--- config.mk ---
export PLATFORM = sky130hd
export DESIGN_NAME = apb_sl_req_arbiter
export DESIGN_NICKNAME = d
export VERILOG_FILES = /design/src/rtl/apb_sl_req_arbiter.sv
export SDC_FILE = /design/constraint.sdc
export NUM_CORES = 1
export LEC_CHECK = 0
export BUFFER_PORTS_ARGS = -buffer_cell sky130_fd_sc_hd__buf_4
export CORE_AREA = 2 2 120 122
export CTS_BUF_LIST = sky130_fd_sc_hd__clkbuf_4 sky130_fd_sc_hd__clkbuf_8 sky130_fd_sc_hd__clkbuf_16
export DETAILED_ROUTE_END_ITERATION = 6
export DIE_AREA = 0 0 122 124
export GPL_TIMING_DRIVEN = 0
export PLACE_DENSITY = 0.68
export SYNTH_ARGS = -nofsm -noshare
export SYNTH_HDL_FRONTEND = slang
export SYNTH_SLANG_ARGS = --single-unit
--- constraint.sdc ---
create_clock -name pclk -period 1.8 [get_ports pclk]
set_input_delay 0.09 -clock pclk [delete_from_list [all_inputs] [get_ports pclk]]
set_output_delay 0.09 -clock pclk [all_outputs]
set_load 0.01 [all_outputs]
--- src/rtl/apb_sl_req_arbiter.sv ---
// Two-requester APB master arbiter for the serial-link bridge register port.
// Round-robin grant, one outstanding transfer, ACCESS-phase timeout guard.
module apb_sl_req_arbiter #(
    parameter int ADDR_WIDTH     = 10,
    parameter int TIMEOUT_CYCLES = 16,
    parameter int TO_CNT_WIDTH   = 5
) (
    input  logic                    pclk,
    input  logic                    preset_n,
    input  logic [1:0]              req_valid,
    output logic [1:0]              req_ready,
    input  logic [1:0]              req_write,
    input  logic [2*ADDR_WIDTH-1:0] req_addr,
    input  logic [63:0]             req_wdata,
    input  logic [7:0]              req_strb,
    output logic [1:0]              rsp_valid,
    output logic [31:0]             rsp_rdata,
    output logic                    rsp_err,
    output logic                    busy,
    output logic                    owner,
    output logic [ADDR_WIDTH-1:0]   paddr,
    output logic                    psel,
    output logic                    penable,
    output logic                    pwrite,
    output logic [31:0]             pwdata,
    output logic [3:0]              pstrb,
    input  logic                    pready,
    input  logic [31:0]             prdata,
    input  logic                    pslverr,
    output logic [1:0]              state_dbg
);

    // Handshake: a request transfers in the cycle where req_valid[i] && req_ready[i];
    // req_ready is only ever raised in IDLE, for the arbitration winner alone.

    typedef enum logic [1:0] {
        IDLE   = 2'd0,
        SETUP  = 2'd1,
        ACCESS = 2'd2
    } state_t;

    localparam int TO_LAST_I = (TIMEOUT_CYCLES > 0) ? TIMEOUT_CYCLES - 1 : 0;
    localparam logic [TO_CNT_WIDTH-1:0] TO_LAST = TO_LAST_I[TO_CNT_WIDTH-1:0];

    state_t                  state;
    state_t                  state_next;
    logic                    last_grant;
    logic [TO_CNT_WIDTH-1:0] to_cnt;
    logic                    winner;
    logic                    grant;
    logic                    done;
    logic                    timed_out;

    assign busy      = (state != IDLE);
    assign state_dbg = state;

    always_comb begin
        state_next = state;
        req_ready  = 2'b00;
        winner     = 1'b0;
        grant      = 1'b0;
        done       = 1'b0;
        timed_out  = 1'b0;
        case (state)
            IDLE: begin
                if (|req_valid) begin
                    // On contention the requester not served last time wins.
                    winner     = (&req_valid) ? ~last_grant : req_valid[1];
                    grant      = 1'b1;
                    req_ready  = winner ? 2'b10 : 2'b01;
                    state_next = SETUP;
                end
            end
            SETUP: state_next = ACCESS;
            ACCESS: begin
                timed_out = (TIMEOUT_CYCLES > 0) && !pready && (to_cnt == TO_LAST);
                done      = pready || timed_out;
                if (done) state_next = IDLE;
            end
            default: state_next = IDLE;
        endcase
    end

    always_ff @(posedge pclk or negedge preset_n) begin
        if (!preset_n) state <= IDLE;
        else           state <= state_next;
    end

    always_ff @(posedge pclk or negedge preset_n) begin
        if (!preset_n) begin
            psel       <= 1'b0;
            penable    <= 1'b0;
            pwrite     <= 1'b0;
            paddr      <= '0;
            pwdata     <= '0;
            pstrb      <= '0;
            rsp_valid  <= 2'b00;
            rsp_rdata  <= '0;
            rsp_err    <= 1'b0;
            owner      <= 1'b0;
            last_grant <= 1'b1;
            to_cnt     <= '0;
        end else begin
            rsp_valid <= 2'b00;
            if (grant) begin
                owner      <= winner;
                last_grant <= winner;
                psel       <= 1'b1;
                penable    <= 1'b0;
                pwrite     <= winner ? req_write[1] : req_write[0];
                paddr      <= winner ? req_addr[2*ADDR_WIDTH-1:ADDR_WIDTH] : req_addr[ADDR_WIDTH-1:0];
                pwdata     <= winner ? req_wdata[63:32] : req_wdata[31:0];
                pstrb      <= winner ? req_strb[7:4] : req_strb[3:0];
            end
            if (state == SETUP) begin
                penable <= 1'b1;
                to_cnt  <= '0;
            end
            if (state == ACCESS) begin
                if (done) begin
                    psel      <= 1'b0;
                    penable   <= 1'b0;
                    rsp_valid <= owner ? 2'b10 : 2'b01;
                    // Timeouts and writes return zero data; pslverr only counts with pready.
                    rsp_rdata <= (pready && !pwrite) ? prdata : 32'h0;
                    rsp_err   <= timed_out | (pready & pslverr);
                end else if ((TIMEOUT_CYCLES > 0) && (to_cnt != TO_LAST)) begin
                    to_cnt <= to_cnt + 1'b1;
                end
            end
        end
    end

endmodule

# After elaboration in Yosys (flattened, before gate mapping)
# Cells that the tools add are included.
# totals
ff_bits,93
inputBits,132
output_inout_bits,90
elab_cells,66
# classes
add_sub_neg,1
n_eq_ne,6
mux,32
n_bitwise,3
n_reduce_logical,11
# ops
operator,n
2-to-1 mux 32 bit,2
2-to-1 mux 5 bit,4
2-to-1 mux 2 bit,8
2-to-1 mux 1 bit,15
2-to-1 mux 10 bit,1
one-hot mux 2 bit (3 select lines),1
AND reduction 2 bit,3
"adder 5 x 1 -> 5 bit, second input constant",1
"equality test 5 x 4 -> 1 bit, second input constant",1
"!= test 5 x 4 -> 1 bit, second input constant",1
2-to-1 mux 4 bit,1
"!= test 2 bit, second input constant",2
"equality test 2 x 1 -> 1 bit, second input constant",1
"equality test 2 bit, second input constant",1
logical AND 1 bit,2
zero test 1 bit,2
zero test 2 bit,1
nonzero test 2 bit,1
OR reduction 2 bit,1
AND 1 bit,1
logical OR 1 bit,1
inverter 1 bit,1
OR 1 bit,1

# Longest topological paths before layout
# Gate-level depths: netlist (run 1).
# logic_depth
depth_word,7
depth_mapped,8
mapped_depth_nobuf,5

# Least setup slack after synthesis (run 1)
# Ideal clock, no wire load.
# synth_path
path_kind,register to register
start,register to_cnt[0]
end,register rsp_rdata[10]
setup_ps,124
t_arrival_ps,1336
required_ps,1676
setup_slack_ps,339
path_stages_with_launch,8
path_buffers,2
period_less_slack_ps,1461
path_cell_list,dfrtp_1 ha_1 nand4b_1 a21bo_2 buf_6 buf_6 nand2_1 o21ai_1
# synth_via
elab_chain_len,5
# synth_rtl
element,line,text
"start, declared",48,logic [TO_CNT_WIDTH-1:0] to_cnt;
"start signal, assigned",128,to_cnt <= to_cnt + 1'b1;
equality test 5 x 4 -> 1 bit,76,timed_out = (TIMEOUT_CYCLES > 0) && !pready && (to_cnt == TO_LAST);
logical AND 1 bit,76,
logical OR 1 bit,77,done = pready || timed_out;
2-to-1 mux 1 bit,64,case (state)
AND reduction 2 bit (no line),n/a,
"end signal, assigned",125,rsp_rdata <= (pready && !pwrite) ? prdata : 32'h0;
"end, declared",17,"output logic [31:0] rsp_rdata,"
# Every way passes these cells.
# A chain may end at the register's enable or synchronous reset.

# Worst setup path after layout (run 1)
# layout_path
start,"register state[1], in the netlist state_dbg[1]"
end,output port req_ready[0]
# layout_via
elab_chain_len,2
# layout_rtl
element,line,text
"start, declared",45,state_t state;
"start signal, assigned",86,else state <= state_next;
zero test 2 bit,64,
2-to-1 mux 2 bit,64,
"end, declared",11,"output logic [1:0] req_ready,"
# Every way passes these cells.

==> flow_summary.yaml, run 1 <==
cts:
  worst_setup_hold_path_clk_slew_ps: 60
  buffer_cell_driving_the_clock_tree_root: "sky130_fd_sc_hd__clkbuf_16"
  cts_tree: "yes"
  numCtsBuffers: 9
  clkSinkCount: 93
  cts-htree-levels: 3
  max-clock-path-buffers: 2
  clk_latency_ps: 340
grt:
  grt_first_pass_wirelength_um: 21800
  maximum_number_of_pins_on_one_net_before_global_route_repair: 94
  first_global_vias: 4442
  grt_use_total_pct: 18.4
  antenna_found_initial: 0
  gr-total-overflow: 0
sta:
  hold-worst-slack_ps: -48.5
  post-route-period-util_pct: 92.2
  final.setup_skew_ps: 5.15
  fin_setup_tns_ps: 0
  worstMarginPinSlew_ps: 1230
  max-slew-margin-rel_pct: 18.0
  finalHoldViolCount: 23
  unrepaired_setup_endpoints_after_global_routing: "false"
  finalMaxSlewViolations: 0
  fmax_mhz: 603
  period_minus_slack_ps: 1660
  finalSetupViolations: 0
status:
  violations_in_the_final_reports: "negative hold slack"
  outcome: "finished with violations"
yosys:
  synth_seq_area_share_pct: 56.9
  yosys_register_bits: 93
  yosysWarningCount: 0
  synthesis.area_um2: 4090
  synthesis.nets: 600
  synth_enable_flop_cells: 0
  synthesis.area_per_instance_um2: 8.76
  ys_async_sr_fraction_pct: 100
  synthesized_instance_count: 467
  dominantRegCellSynth: "sky130_fd_sc_hd__dfrtp_1"
  synth_cell_types: 34
cells_and_area:
  nets: 895
  fin_util_pct: 50.5
  area_growth_pct: 69.4
  share_of_post_route_cells_with_drive_strength_above_1_pct: 35.9
  final.fill_count: 1328
  antenna_cells: 0
  layout.cells.most_common_list: "228 x sky130_fd_sc_hd__buf_4, 116 x sky130_fd_sc_hd__nand2_1, 92 x sky130_fd_sc_hd__dfrtp_1"
  final_common_cell: "sky130_fd_sc_hd__buf_4"
route:
  routedWlPerCell_um: 14.5
  detail_route.wirelength_um: 13700
  antenna_violating_nets_post_route: 0
  via_per_inst: 4.49
  drcViolationCount: 0
  drtIter0Drc: 140
  detailroute.via_count: 4252
  drtPass1Iterations: 4
job:
  maxCapViolations: 0
placement:
  gpl.final_weighted_congestion: 0.766
  dp.final_hpwl_um: 9640
  io_buffer_count: 221
floorplan:
  floorplan.die.height_um: 124
  die_w_um: 122
  core.rowCount: 43
  io_pins: 222
  core_area_um2: 13700
  design.die.area_um2: 15100
  start_util_pct: 29.8
critical_path:
  crit_path_top_delay_cell: "sky130_fd_sc_hd__dfrtp_1"
  cell_breakdown_of_the_critical_path: "buf_6, nor2_4, and3_4, buf_4, buf_4"
  critical_path.max_fanout: 10
  timing.critical_path.required_ps: 1710
  cell_family_with_most_cp_delay: "buffers and inverters"
  cp_slowest_stage_delay_ps: 400
  timing.setup.critical_path_class: "flop to output port"
  setup.worst_path.end_class: "output port"
  r2r_end: "rsp_rdata[12]"
  r2r_cells: 7
  critical_path_arrival_ps: 1570
  critical_path.startpoint_type: "flop"
  r2r_slack_ps: 180
  worst-path-buf-inv: 3
  crit_top_cell: "sky130_fd_sc_hd__buf_4"
  worst_r2r_startpoint: "to_cnt[0]"
worst_hold_path:
  holdCritPathClass: "input pin to async pin"
power_and_ir_drop:
  leakage_uw: 0.00342
  pwr_dens_nw_per_um2: 1440
  ir_drop_mv: 0.788
## registers in the layout, indices dropped and copies added, names as in the netlist
name / cells
last_grant: 1
rsp_err: 1
pstrb: 4
pwdata: 32
rsp_rdata: 32
state_dbg: 2
owner: 1
paddr: 10
to_cnt: 5
psel: 1
penable: 1
pwrite: 1
rsp_valid: 2
## worst register-to-register path: cells and delay by family, from the launching register on
family                   cells  cell delay, ps
adder cells (fa/ha/maj)      1             230
flip-flops                   1             410
AO/OA/AOI/OAI                2             350
AND/OR/NAND/NOR              2             220
buffers and inverters        2             290
## stage by stage
stage | std cells | setup WS (ps) | instance area [um^2] | total power (uW) | hold slack, ps
finish | 947 | 141 | 6930 | 10000 | -48.5
global route | 947 | 24.1 | 6930 | 10800 | 7.43
CTS | 945 | 65.6 | 6910 | 10100 | 0.0123
detailed placement | 868 | 144 | 5980 | 7990 | 341
global placement | 868 | 153 | 5980 | 7910 | 336
floorplan | 467 | 339 | 4090 | 5720 | -206
## report_power, final
group	leakage, uW	total [uW]	switching, uW	internal [uW]
clock network	0.000155	2000	792	1200
logic	0.00210	4610	2470	2140
registers	0.00117	3390	475	2910
total	0.00342	10000	3740	6260
## how the worst max path moves through the flow
stage                            start       endpoint  slack [ps]  cells after the start
after detailed placement     to_cnt[0]  rsp_rdata[12]         140                      7
final                     state_dbg[1]   req_ready[0]         140                      5
after floorplan              to_cnt[0]  rsp_rdata[10]         340                      7
after CTS                 state_dbg[1]   req_ready[0]          70                      5
after global routing      state_dbg[1]       paddr[7]          20                      8
after global placement       to_cnt[0]  rsp_rdata[12]         150                      7
## kinds of logic (layout without fill, tap and decap cells)
family | count (synthesis) | count (layout) | share of synthesized area [%]
flip-flops | 93 | 93 | 56.9
buffers and inverters | 41 | 341 | 5.81
AND/OR/NAND/NOR | 193 | 193 | 19.4
AO/OA/AOI/OAI | 139 | 139 | 17.6
adder cells (fa/ha/maj) | 1 | 1 | 0.306
## synthesized netlist by cell type (2+ instances only)
| cell type | count | area (um^2) |
|---|---|---|
| sky130_fd_sc_hd__buf_2 | 17 | 85.1 |
| sky130_fd_sc_hd__dfrtp_1 | 92 | 2300 |
| sky130_fd_sc_hd__nand2_1 | 116 | 435 |
| sky130_fd_sc_hd__nand2b_1 | 2 | 12.5 |
| sky130_fd_sc_hd__clkbuf_1 | 4 | 15.0 |
| sky130_fd_sc_hd__nand3_1 | 9 | 45.0 |
| sky130_fd_sc_hd__buf_4 | 4 | 30.0 |
| sky130_fd_sc_hd__inv_1 | 6 | 22.5 |
| sky130_fd_sc_hd__inv_2 | 2 | 7.51 |
| sky130_fd_sc_hd__o21ai_0 | 14 | 70.1 |
| sky130_fd_sc_hd__nor2b_1 | 3 | 18.8 |
| sky130_fd_sc_hd__a21oi_1 | 62 | 310 |
| sky130_fd_sc_hd__clkbuf_2 | 2 | 10.0 |
| sky130_fd_sc_hd__nor2_1 | 54 | 203 |
| sky130_fd_sc_hd__o21ai_1 | 56 | 280 |
| sky130_fd_sc_hd__buf_6 | 6 | 67.6 |
## what timing repair did
action | CTS | global route
buffers inserted | 0 | 2
hold endpoints to repair | 60 | 0
gates cloned | 0 | 0
endpoints found under the setup margin | 2 | 13
gates resized for setup | 1 | 2
hold buffers | 62 | 0
## area by class of cell
type / count / area [um^2] / area share (%)
inverters: 8 / 32.5 / 0.469
repair buffers: 285 / 2290 / 33.1
well taps: 180 / 225 / 3.25
multi-input cells: 333 / 1530 / 22.1
clock buffers: 13 / 274 / 3.95
plain buffers: 32 / 205 / 2.96
flip-flops and latches: 93 / 2330 / 33.6
clock inverters: 3 / 42.5 / 0.614
## per-layer routing
layer,global-route usage (%),routed length [um]
met5,0,0
met1,21.6,5680
met3,5.17,1000
met4,7.26,297
met2,31.8,6720
(Power assumes the default switching activity.)
==> run 2: changes to the inputs <==
==> config.mk (replaced) <==
export PLATFORM = sky130hd
export DESIGN_NAME = apb_sl_req_arbiter
export DESIGN_NICKNAME = d
export VERILOG_FILES = /design/src/rtl/apb_sl_req_arbiter.sv
export SDC_FILE = /design/constraint.sdc
export NUM_CORES = 1
export LEC_CHECK = 0
export ABC_AREA = 1
export BUFFER_PORTS_ARGS = -buffer_cell sky130_fd_sc_hd__buf_4
export CORE_AREA = 2 2 106 108
export CTS_BUF_LIST = sky130_fd_sc_hd__clkbuf_4 sky130_fd_sc_hd__clkbuf_8 sky130_fd_sc_hd__clkbuf_16
export DETAILED_ROUTE_END_ITERATION = 6
export DIE_AREA = 0 0 108 110
export GPL_TIMING_DRIVEN = 0
export PLACE_DENSITY = 0.82
export SYNTH_ARGS = -nofsm -noshare
export SYNTH_HDL_FRONTEND = slang
export SYNTH_SLANG_ARGS = --single-unit
==> run 2 against run 1 <==
Net effect: the run now ends clean; critical path depth increased by 2; flip-flop and latch count unchanged; area after synthesis increased by 1.8%; non-clock buffer count down 3; register-to-register slack is essentially flat; clock skew grew 6.2 ps; critical path type unchanged.
==> flow_summary.yaml, run 2 <==
status:
  outcome: "completed"
route:
  drtPass1Iterations: 5
  drcViolationCount: 0
  antenna_violating_nets_post_route: 0
  drtIter0Drc: 447
  detail_route.wirelength_um: 15000
  detailroute.via_count: 4820
  routedWlPerCell_um: 15.9
  via_per_inst: 5.12
critical_path:
  endpoint: "req_ready[1]"
  crit_path_top_delay_cell: "sky130_fd_sc_hd__dfstp_2"
  critical_path.startpoint_type: "flop"
  worst-path-buf-inv: 5
  timing.critical_path.depth: 7
  timing.critical_path.required_ps: 1710
  cp_slowest_stage_delay_ps: 540
  crit_top_cell: "sky130_fd_sc_hd__buf_6"
  cell_family_with_most_cp_delay: "buffers and inverters"
  critical_path.max_fanout: 10
  r2r_cells: 6
  r2r_end: "rsp_rdata[24]"
  timing.setup.critical_path_class: "flop to output port"
  worst_r2r_startpoint: "state_dbg[0]"
  critical_path.startpoint: "last_grant"
  setup.worst_path.end_class: "output port"
  r2r_slack_ps: 180
  critical_path_arrival_ps: 1600
  cell_breakdown_of_the_critical_path: "nand2_2, nand3_2, inv_2, buf_12, buf_8, buf_6, buf_6"
grt:
  first_global_vias: 4785
  grt_first_pass_wirelength_um: 23200
  gr-total-overflow: 0
  antenna_found_initial: 0
  grt_use_total_pct: 25.0
  maximum_number_of_pins_on_one_net_before_global_route_repair: 94
worst_hold_path:
  holdCritStartpoint: "req_addr[5]"
  holdCritPathClass: "input pin to flop"
job:
  maxCapViolations: 0
cells_and_area:
  layout.cells.most_common_list: "224 x sky130_fd_sc_hd__buf_4, 159 x sky130_fd_sc_hd__nand2_1, 92 x sky130_fd_sc_hd__dfrtp_1"
  share_of_post_route_cells_with_drive_strength_above_1_pct: 33.9
  final_common_cell: "sky130_fd_sc_hd__buf_4"
  antenna_cells: 0
  final.fill_count: 840
  nets: 930
  layout_top_registers: "pwdata (32), rsp_rdata (32), paddr (10)"
  area_growth_pct: 64.0
power_and_ir_drop:
  ir_drop_mv: 1.00
  share_clk_of_total_power_pct: 13.8
  internal_power_uw: 6050
  pwr_dens_nw_per_um2: 1500
  leakage_uw: 0.00366
  share_comb_of_total_power_pct: 50.4
  switching_share_pct: 41.1
  p_seq_share_pct: 35.9
  p_sw_uw: 4220
yosys:
  synth.area.mux_share_pct: 0
  synth_top_family_by_area: "simple AND/OR/NAND/NOR gates"
  share_of_the_synthesized_area_in_compound_gates_ao_oa_aoi_oai_pct: 9.19
  synthesis.area_um2: 4160
  synthesis.nets: 639
  synth_cell_types: 22
  yosys_register_bits: 93
  synth_commonest_cells: "161 x sky130_fd_sc_hd__nand2_1, 92 x sky130_fd_sc_hd__dfrtp_1, 40 x sky130_fd_sc_hd__nor2_1"
  synthesized_instance_count: 506
  synth_enable_flop_cells: 0
  synth.most_common_cell: "sky130_fd_sc_hd__nand2_1"
  synth_seq_area_share_pct: 55.9
  ys_async_sr_fraction_pct: 100
  yosys-top-cells-area: "sky130_fd_sc_hd__dfrtp_1 55%, sky130_fd_sc_hd__nand2_1 15%, sky130_fd_sc_hd__nand4_1 5.3%"
  synth_xor_area_share_pct: 0.210
  dominantRegCellSynth: "sky130_fd_sc_hd__dfrtp_1"
  yosys.area_share.adder_pct: 0.300
  post_synth_and_or_nand_nor_area_fraction_pct: 27.0
  cell_accounting_for_the_most_synthesized_area: "sky130_fd_sc_hd__dfrtp_1"
  synthesis.area_per_instance_um2: 8.23
  yosysWarningCount: 0
  synth_top_area_share_pct: 55.3
sta:
  fin_setup_tns_ps: 0
  finalMaxSlewViolations: 0
  post-route-period-util_pct: 93.9
  finalSetupViolations: 0
  finalHoldViolCount: 0
  final.setup_skew_ps: 11.3
  worstMarginPinSlew_ps: 1170
  period_minus_slack_ps: 1690
  max-slew-margin-rel_pct: 21.9
  finalWorstSetupSlack_ps: 109
  fmax_mhz: 591
  unrepaired_setup_endpoints_after_global_routing: "false"
cts:
  worst_setup_hold_path_clk_slew_ps: 90
  cts_tree: "yes"
  max-clock-path-buffers: 2
  numCtsBuffers: 9
  clkSinkCount: 93
  buffer_cell_driving_the_clock_tree_root: "sky130_fd_sc_hd__clkbuf_8"
  clk_latency_ps: 350
  cts-htree-levels: 3
floorplan:
  die_w_um: 108
  design.die.area_um2: 11900
  floorplan.die.height_um: 110
  start_util_pct: 38.9
  core.rowCount: 38
  core_area_um2: 10700
  io_pins: 222
placement:
  io_buffer_count: 220
  placement.setup.worst_slack_ps: 83.2
  dp.final_hpwl_um: 10000
  gpl.final_weighted_congestion: 0.915
## run 2: stage by stage
stage	cell area (um^2)	total power, uW	utilization, %	std cells	hold slack, ps
6_report	6830	10300	63.8	942	20.3
5_1_grt	6830	11000	63.8	942	8.16
4_1_cts	6780	10200	63.4	941	0.313
3_5_place_dp	5990	8540	56.0	866	344
3_3_place_gp	5990	8350	56.0	866	337
2_1_floorplan	4160	6010	-	506	-206
## run 2: worst min-delay path by stage
stage,slack [ps],endpoint,cells past startpoint
global route,8,rsp_rdata[21],3
finish,20,paddr[5],3
detailed placement,340,pstrb[2],3
floorplan,-210,owner,0
global placement,340,pstrb[2],3
CTS,0.3,rsp_rdata[24],3
## run 2: kinds of logic after synthesis
kind of cell	Yosys count
buf+inv	71
flops	93
simple gates	264
compound gates	76
xor+xnor	1
fa+ha+maj	1
## run 2: worst register-to-register path, cell delays in order, from the launching register on
cell and delay, ps:
sky130_fd_sc_hd__dfrtp_1 430, sky130_fd_sc_hd__buf_4 150, sky130_fd_sc_hd__nor2_2 230, sky130_fd_sc_hd__buf_2 260, sky130_fd_sc_hd__buf_2 250, sky130_fd_sc_hd__nand4_1 130, sky130_fd_sc_hd__nand2_1 110
## run 2: metal layers
layer  part of all wire, %  track usage, %
met5                     0               0
met2                    51            45.5
met4                   2.6            9.34
met3                   9.4            5.47
met1                    37            28.9
## run 2: power groups by stage
stage / clock (uW) / sequential [uW] / combinational (uW)
3_5_place_dp: 0 / 3670 / 4880
5_1_grt: 1540 / 3780 / 5690
6_report: 1410 / 3680 / 5170
3_3_place_gp: 0 / 3630 / 4720
2_1_floorplan: 0 / 4030 / 1970
4_1_cts: 1450 / 3640 / 5080
## run 2: final cells by class
| cell class | instances | area (um^2) | area share, % |
|---|---|---|---|
| Sequential cell | 93 | 2330 | 34.1 |
| Buffer | 32 | 183 | 2.68 |
| Clock inverter | 7 | 73.8 | 1.08 |
| Inverter | 37 | 139 | 2.03 |
| Tap cell | 140 | 175 | 2.57 |
| Timing Repair Buffer | 282 | 2260 | 33.2 |
| Clock buffer | 9 | 124 | 1.81 |
| Multi-Input combinational cell | 342 | 1540 | 22.6 |
## run 2: timing repair
item                       in CTS  in global routing
hold endpoints to repair       59                  3
setup endpoints to repair       2                 26
pin swaps                       2                  2
hold buffers                   54                  3
gates resized for setup         4                 13
setup buffers                   5                  0
==> run 3: changes to the inputs <==
--- a/config.mk
+++ b/config.mk
@@ -12,7 +12,7 @@
 export DETAILED_ROUTE_END_ITERATION = 6
 export DIE_AREA = 0 0 108 110
 export GPL_TIMING_DRIVEN = 0
-export PLACE_DENSITY = 0.82
+export PLACE_DENSITY_LB_ADDON = 0.05
 export SYNTH_ARGS = -nofsm -noshare
 export SYNTH_HDL_FRONTEND = slang
 export SYNTH_SLANG_ARGS = --single-unit
==> run 3 against run 2 <==
Net effect: the run now ends with negative hold slack left; critical path depth is 1 lower; non-clock buffer count up 8; combinational power is 4.1% lower; critical path type unchanged; critical endpoint unchanged; largest power group unchanged.
==> flow_summary.yaml, run 3 (synthesis gave the netlist of run 2 again) <==
critical_path:
  critical_path.startpoint_type: "flop"
  r2r_cells: 7
  critical_path.max_fanout: 12
  critical_path_arrival_ps: 1580
  timing.critical_path.required_ps: 1710
  setup.worst_path.end_class: "output port"
  r2r_end: "paddr[8]"
  critical_path.startpoint: "last_grant"
  endpoint: "req_ready[1]"
  worst_r2r_startpoint: "last_grant"
  r2r_slack_ps: 150
  timing.setup.critical_path_class: "flop to output port"
route:
  drtIter0Drc: 298
  via_per_inst: 4.73
  drtPass1Iterations: 5
  drcViolationCount: 0
  antenna_violating_nets_post_route: 0
  detail_route.wirelength_um: 13600
  detailroute.via_count: 4497
  routedWlPerCell_um: 14.3
cells_and_area:
  final.fill_count: 913
  multiInputGateArea_um2: 1540
  area_growth_pct: 65.4
  final_common_cell: "sky130_fd_sc_hd__buf_4"
  layout_top_registers: "pwdata (32), rsp_rdata (32), paddr (10)"
  postLayoutCellArea_um2: 6890
  fin_util_pct: 64.4
  area.sequential_um2: 2330
  antenna_cells: 0
  share_of_post_route_cells_with_drive_strength_above_1_pct: 32.5
  layout.cells.most_common_list: "223 x sky130_fd_sc_hd__buf_4, 161 x sky130_fd_sc_hd__nand2_1, 92 x sky130_fd_sc_hd__dfrtp_1"
  nets: 938
sta:
  finalMaxSlewViolations: 0
  fmax_mhz: 598
  hold-worst-slack_ps: -76.1
  finalWorstSetupSlack_ps: 128
  max-slew-margin-rel_pct: 21.0
  finalHoldViolCount: 39
  post-route-period-util_pct: 92.9
  unrepaired_setup_endpoints_after_global_routing: "false"
  worstMarginPinSlew_ps: 1180
  finalSetupViolations: 0
  final.setup_skew_ps: 8.21
  period_minus_slack_ps: 1670
  fin_setup_tns_ps: 0
placement:
  placement.setup.worst_slack_ps: 179
  dp.final_hpwl_um: 9460
  io_buffer_count: 220
  placed_cell_area_um2: 5990
  gpl.final_weighted_congestion: 0.780
floorplan:
  start_util_pct: 38.9
  core.rowCount: 38
  design.die.area_um2: 11900
  floorplan.die.height_um: 110
  core_area_um2: 10700
  io_pins: 222
  die_w_um: 108
status:
  violations_in_the_final_reports: "negative hold slack"
  outcome: "finished with violations"
job:
  maxCapViolations: 0
cts:
  numCtsBuffers: 9
  worst_setup_hold_path_clk_slew_ps: 90
  clk_latency_ps: 360
  cts-htree-levels: 3
  clkSinkCount: 93
  cts_tree: "yes"
  max-clock-path-buffers: 2
  buffer_cell_driving_the_clock_tree_root: "sky130_fd_sc_hd__clkbuf_8"
power_and_ir_drop:
  ir_drop_mv: 0.814
  leakage_uw: 0.00368
  pwr_dens_nw_per_um2: 1450
grt:
  first_global_vias: 4390
  maximum_number_of_pins_on_one_net_before_global_route_repair: 94
  gr-total-overflow: 0
  grt_use_total_pct: 22.9
  antenna_found_initial: 0
  grt_first_pass_wirelength_um: 21400
worst_hold_path:
  holdCritPathClass: "input pin to async pin"
-- run 3: layout make-up --
type / instances / area share, %
inverters: 37 / 2.05
plain buffers: 32 / 2.27
repair buffers: 290 / 34.1
flip-flops and latches: 93 / 33.8
multi-input cells: 342 / 22.3
clock inverters: 6 / 0.909
well taps: 140 / 2.54
clock buffers: 10 / 2.00
-- run 3: worst max-delay path, stage by stage (launching register included) --
cell and delay, ps:
sky130_fd_sc_hd__dfstp_2 540, sky130_fd_sc_hd__nand2_1 90, sky130_fd_sc_hd__nand3_2 120, sky130_fd_sc_hd__inv_4 80, sky130_fd_sc_hd__buf_6 150, sky130_fd_sc_hd__buf_4 130, sky130_fd_sc_hd__buf_4 130
-- run 3: report_power, final --
part	total [uW]	internal [uW]	switching, uW
clock network	1420	678	744
registers	3630	3060	570
logic	4960	2270	2690
total	10000	6010	4000
-- run 3: worst min path at each step --
| stage | startpoint | endpoint | slack (ps) | cells past startpoint |
|---|---|---|---|---|
| 2_1_floorplan | preset_n | owner | -210 | 0 |
| 3_3_place_gp | req_addr[1] | paddr[1] | 340 | 3 |
| 3_5_place_dp | req_strb[2] | pstrb[2] | 350 | 3 |
| 4_1_cts | preset_n | paddr[1] | 9 | 1 |
| 5_1_grt | prdata[20] | rsp_rdata[20] | 10 | 3 |
| 6_report | preset_n | pwdata[11] | -80 | 1 |
-- run 3: per-stage QoR --
stage	std cells	hold WS (ps)	total power, uW
after floorplan	506	-206	6010
after global placement	866	341	8390
after detailed placement	866	345	8480
after CTS	951	9.44	10100
after global routing	950	10.2	10800
final	950	-76.1	10000
-- run 3: layer usage --
metal | routed length, um | track usage (%)
met5 | 0 | 0
met4 | 332 | 9.34
met3 | 1030 | 4.70
met2 | 6540 | 39.8
met1 | 5690 | 28.0
-- run 3: timing repair --
item	4_1_cts	5_1_grt
hold buffers	68	0
setup endpoints to repair	2	2
gates resized for setup	2	3
pin swaps	2	0
endpoints found under the hold margin	68	0
buffers inserted	2	0
